<file path="src/rtl/irq_ctrl_if.sv">
// CPU bus window into the interrupt controller.
// The CPU-side decoder drives the request; the controller returns combinational read data.
interface irq_ctrl_if;
  logic [31:0] addr;
  logic        sel;
  logic        we;
  logic [31:0] wdata;
  logic [31:0] rdata;

  modport master (
    output addr, sel, we, wdata,
    input  rdata
  );

  modport slave (
    input  addr, sel, we, wdata,
    output rdata
  );
endinterface

</file>
<file path="src/rtl/irq_ctrl.sv">
// Three-source interrupt controller with MASK/PEND/STAT registers and a request FSM.
// Define IRQ_EDGE_EN for rising-edge capture; otherwise sources are level-sensitive.
module irq_ctrl (
  input  logic             clk,
  input  logic             reset,
  input  logic [2:0]       irq_src,
  irq_ctrl_if.slave        bus,
  output logic             int_req,
  output logic [1:0]       int_id,
  input  logic             int_ack,
  input  logic             eret,
  output logic [5:0]       hwint
);

  typedef enum logic [1:0] {
    IDLE = 2'd0,
    REQ  = 2'd1,
    SVC  = 2'd2
  } state_t;

  state_t     state_q, state_d;
  logic [2:0] mask_q, mask_d;
  logic [2:0] pend_q, pend_d;
  logic [1:0] id_q, id_d;
  logic [2:0] set_v;
  logic [2:0] clr_v;
  logic [2:0] masked;
  logic [2:0] pend_sw;
  logic [3:0] keep4;
  logic [3:0] masked4;
  logic [3:0] ack4;
  logic [1:0] low_id;
  logic       wr_mask;
  logic       wr_pend;

`ifdef IRQ_EDGE_EN
  logic [2:0] prev_q;

  always_ff @(posedge clk) begin
    if (reset) prev_q <= '0;
    else       prev_q <= irq_src;
  end

  assign set_v = irq_src & ~prev_q;
`else
  assign set_v = irq_src;
`endif

  assign wr_mask = bus.sel & bus.we & (bus.addr[3:2] == 2'd0);
  assign wr_pend = bus.sel & bus.we & (bus.addr[3:2] == 2'd1);
  assign clr_v   = wr_pend ? bus.wdata[2:0] : 3'b000;
  assign mask_d  = wr_mask ? bus.wdata[2:0] : mask_q;

  assign masked  = pend_q & mask_q;
  assign masked4 = {1'b0, masked};
  // what the granted bit would look like after this edge, ignoring the ack
  assign pend_sw = (pend_q & ~clr_v) | set_v;
  assign keep4   = {1'b0, pend_sw & mask_d};

  always_comb begin
    low_id = 2'd0;
    if (masked[0])      low_id = 2'd0;
    else if (masked[1]) low_id = 2'd1;
    else if (masked[2]) low_id = 2'd2;
  end

  always_comb begin
    state_d = state_q;
    id_d    = id_q;
    ack4    = '0;
    case (state_q)
      IDLE: begin
        if (|masked) begin
          state_d = REQ;
          id_d    = low_id;
        end
      end
      REQ: begin
        if (int_ack && masked4[id_q]) begin
          state_d   = SVC;
          ack4[id_q] = 1'b1;
        end else if (!keep4[id_q]) begin
          state_d = IDLE;
        end
      end
      SVC: begin
        if (eret) state_d = IDLE;
      end
      default: state_d = IDLE;
    endcase
  end

  // a same-edge set beats both software and acknowledge clears
  assign pend_d = (pend_q & ~clr_v & ~ack4[2:0]) | set_v;

  always_ff @(posedge clk) begin
    if (reset) begin
      state_q <= IDLE;
      mask_q  <= '0;
      pend_q  <= '0;
      id_q    <= '0;
    end else begin
      state_q <= state_d;
      mask_q  <= mask_d;
      pend_q  <= pend_d;
      id_q    <= id_d;
    end
  end

  always_comb begin
    bus.rdata = '0;
    if (bus.sel) begin
      case (bus.addr[3:2])
        2'd0:    bus.rdata = {29'd0, mask_q};
        2'd1:    bus.rdata = {29'd0, pend_q};
        2'd2:    bus.rdata = {28'd0, id_q, state_q};
        default: bus.rdata = '0;
      endcase
    end
  end

  assign int_req = (state_q == REQ);
  assign int_id  = id_q;
  assign hwint   = {3'b000, masked};

  logic unused_bits;
  assign unused_bits = ^{bus.addr[31:4], bus.addr[1:0],
                         bus.wdata[31:3], ack4[3], keep4[3]};

endmodule

</file>
<file path="src/flat_wrapper.sv">
// flat-port wrapper written by rule: the top's interface ports become plain ports
module irq_ctrl_flat 
  (clk, reset, irq_src, int_req, int_id, int_ack, eret, hwint, bus_addr, bus_sel, bus_we, bus_wdata, bus_rdata);
  irq_ctrl_if bus_i ();
  input  logic clk;
  input  logic reset;
  input  logic [2:0] irq_src;
  output logic int_req;
  output logic [1:0] int_id;
  input  logic int_ack;
  input  logic eret;
  output logic [5:0] hwint;
  input wire logic [$bits(bus_i.addr)-1:0] bus_addr;
  input wire logic [$bits(bus_i.sel)-1:0] bus_sel;
  input wire logic [$bits(bus_i.we)-1:0] bus_we;
  input wire logic [$bits(bus_i.wdata)-1:0] bus_wdata;
  output wire logic [$bits(bus_i.rdata)-1:0] bus_rdata;
  assign bus_i.addr = bus_addr;
  assign bus_i.sel = bus_sel;
  assign bus_i.we = bus_we;
  assign bus_i.wdata = bus_wdata;
  assign bus_rdata = bus_i.rdata;
  irq_ctrl u_core (.clk(clk), .reset(reset), .irq_src(irq_src), .bus(bus_i), .int_req(int_req), .int_id(int_id), .int_ack(int_ack), .eret(eret), .hwint(hwint));
endmodule
</file>
<file path="config.mk">
export PLATFORM = sky130hd
export DESIGN_NAME = irq_ctrl_flat
export DESIGN_NICKNAME = d
export VERILOG_FILES = /design/src/rtl/irq_ctrl_if.sv /design/src/rtl/irq_ctrl.sv /design/src/flat_wrapper.sv
export SDC_FILE = /design/constraint.sdc
export NUM_CORES = 1
export LEC_CHECK = 0
export ABC_AREA = 1
export ABC_CLOCK_PERIOD_IN_PS = 3300
export CORE_ASPECT_RATIO = 1.2
export CORE_MARGIN = 4
export CORE_UTILIZATION = 28
export DETAILED_ROUTE_END_ITERATION = 7
export PLACE_DENSITY = 0.88
export SYNTH_ARGS = -nofsm -noshare
export SYNTH_HDL_FRONTEND = slang
export SYNTH_SLANG_ARGS = --single-unit
</file>
<file path="constraint.sdc">
create_clock -name clk -period 3.3 [get_ports clk]
set_input_delay 0.33 -clock clk [delete_from_list [all_inputs] [get_ports clk]]
set_output_delay 0.33 -clock clk [all_outputs]
set_load 0.01 [all_outputs]
</file>
==> results.yml <==
drt:
  drtPass1Iterations: 4
  via_per_inst: 4.10
  ant_nets: 0
  first_iter_violations: 25
  drc_errors: 0
  wl_per_cell_um: 9.42
  vias: 869
  finalWirelength_um: 2000
cells_and_area:
  layout_common_cells: "nand2_1, conb_1, inv_1, clkdlybuf4s50_1"
  n_antenna_cell: 0
  synthToLayoutAreaGrowth_pct: 18.7
  final_util_pct: 35.2
  multiInputGateArea_um2: 503
  layout.nets: 251
  final_cells: 212
  regArea_um2: 200
  fill_cells: 341
  drive_above_1_share_pct: 7.39
  final_common_cell: "nand2_1"
synthesis:
  synth-seq-area-share_pct: 21.5
  netlist_area_um2: 932
  avgSynthCellArea_um2: 6.13
  syn_inst: 152
  yosys_warnings: 0
  synth_cell_types: 21
  ys_ff_latch: 10
run:
  maxCapViolCount: 0
place:
  place_hpwl_um: 1700
  dp_cells: 209
  numPortBuffers: 23
  place_congestion: 0.836
  dpl_worst_slack_ns: 0.936
clock_tree:
  clockBufferDepth: 2
  cts_sinks: 10
  root_buffer: "clkbuf_4"
  clk_pin_slew_ns: 0.06
  cts_hold_buf: 0
  cts_resized: 0
  numCtsBuffers: 3
  postCtsSetupBuffers: 0
  clock_latency_ns: 0.26
  ctsHtreeMaxLevel: 1
  cts_tree: "built"
global_routing:
  grt_max_degree: 9
  grt_pass1_vias: 719
  antenna_found_initial: 0
  grt-ovfl-total: 0
  grt_pass1_wl_um: 3000
  grt.total_usage_pct: 9.14
setup_path:
  arrival_ns: 2.01
  crit_fanout: 4
  worstPathRequired_ns: 2.97
  path_common_cell: "inv_1"
  worst_setup_path_start_kind: "input port"
  slowest_stage: "clkdlybuf4s50_1"
  critPathCaptureType: "primary output"
  path_cells: "clkdlybuf4s50_1 -> inv_1 -> nor2_1 -> inv_1 -> o211ai_1 -> nand2_1 -> inv_1 -> clkdlybuf4s50_1"
  critPathKind: "in2out"
  max_stage_delay_ns: 0.61
sta:
  min_period_over_period_pct: 70.9
  setup_viol: 0
  setup_tns_ns: 0
  slew_violations: 0
  layout_min_cycle_time_ns: 2.34
  final-hold-violation-count: 0
  grt_setup_unrepaired: "false"
  fin_ws_ns: 0.960
  fin_skew_ns: 0.00333
  fmax_mhz: 427
pwr:
  irDropWorstVdd_mv: 0.120
  powerDensity_nw_per_um2: 251
  p_total_mw: 0.278
  p_leak_nw: 0.589
status:
  outcome: "complete, no violations"
floorplan:
  start_util_pct: 29.7
  dieArea_um2: 4320
  die_h_um: 71.2
  fp-row-count: 22
  core_area_um2: 3140
  design.portCount: 114
  die_x_um: 60.7
worst_hold_path:
  hp-class: "reg2reg"
## per-layer routing
metal | track usage [%] | routed length [um]
met5 | 0 | 0
met4 | 3.61 | 31
met3 | 3.47 | 290
met1 | 12.2 | 855
met2 | 13.1 | 818
## area by class of cell
class | instances | share of cell area, %
Clock buffer | 3 | 2.04
Inverter | 28 | 9.50
Multi-Input combinational cell | 112 | 45.5
Sequential cell | 10 | 18.1
Tap cell | 36 | 4.07
Timing Repair Buffer | 23 | 20.8
## cells in the mapped netlist (all sizes together)
library cell / instances / area [um2]
o21ai: 4 / 27.5
nor3: 1 / 5.00
o211ai: 1 / 7.51
conb: 1 / 3.75
a21oi: 3 / 15.0
inv: 28 / 105
o21a: 1 / 7.51
dfxtp: 10 / 200
nand3b: 1 / 7.51
nand4: 2 / 12.5
nand3: 13 / 65.1
nor2: 17 / 83.8
nand2: 38 / 155
buf: 32 / 236
## worst max-delay path: cells and delay by family
kind / cells / cell delay (ns)
buffers and inverters: 5 / 1.32
AOI/OAI and AO/OA: 1 / 0.17
and+or+nand+nor: 2 / 0.19
## registers in the layout, summed over array words and instances (netlist names)
name	cells
u_core.int_id	2
u_core.mask_q	3
u_core.pend_q	3
u_core.state_q	2
## final timing paths
| path | startpoint | to | slack [ns] | cells after the start |
|---|---|---|---|---|
| setup / recovery | bus_addr[3] | bus_rdata[0] | 0.96 | 8 |
| hold / removal | u_core.state_q[1] | u_core.state_q[1] | 0.54 | 2 |
| setup reg to reg | u_core.int_id[1] | u_core.pend_q[2] | 1.88 | 9 |
| hold reg to reg | u_core.state_q[1] | u_core.state_q[1] | 0.54 | 2 |
## metrics by stage
step           cell area, um2  hold slack (ns)
5_1_grt                  1110            0.577
3_5_place_dp             1080            0.534
3_3_place_gp             1080            0.523
4_1_cts                  1110            0.543
6_report                 1110            0.542
2_1_floorplan            1040            0.487
## power breakdown
group          internal [mW]  leakage (nW)  total, mW  switching, mW
clock network         0.0419        0.0138     0.0800         0.0381
logic                 0.0269         0.493     0.0697         0.0428
registers              0.125        0.0817      0.128        0.00317
total                  0.194         0.589      0.278         0.0840
## kinds of logic (layout without fill, tap and decap cells)
| kind of cell | after synthesis | in the layout | synth area share [%] |
|---|---|---|---|
| simple gates | 72 | 72 | 35.3 |
| buf+inv | 60 | 54 | 36.6 |
| flops | 10 | 10 | 21.5 |
| compound gates | 9 | 9 | 6.18 |
| other cells | 1 | 31 | 0.402 |
Note: power is estimated with default switching activity, not from simulation.
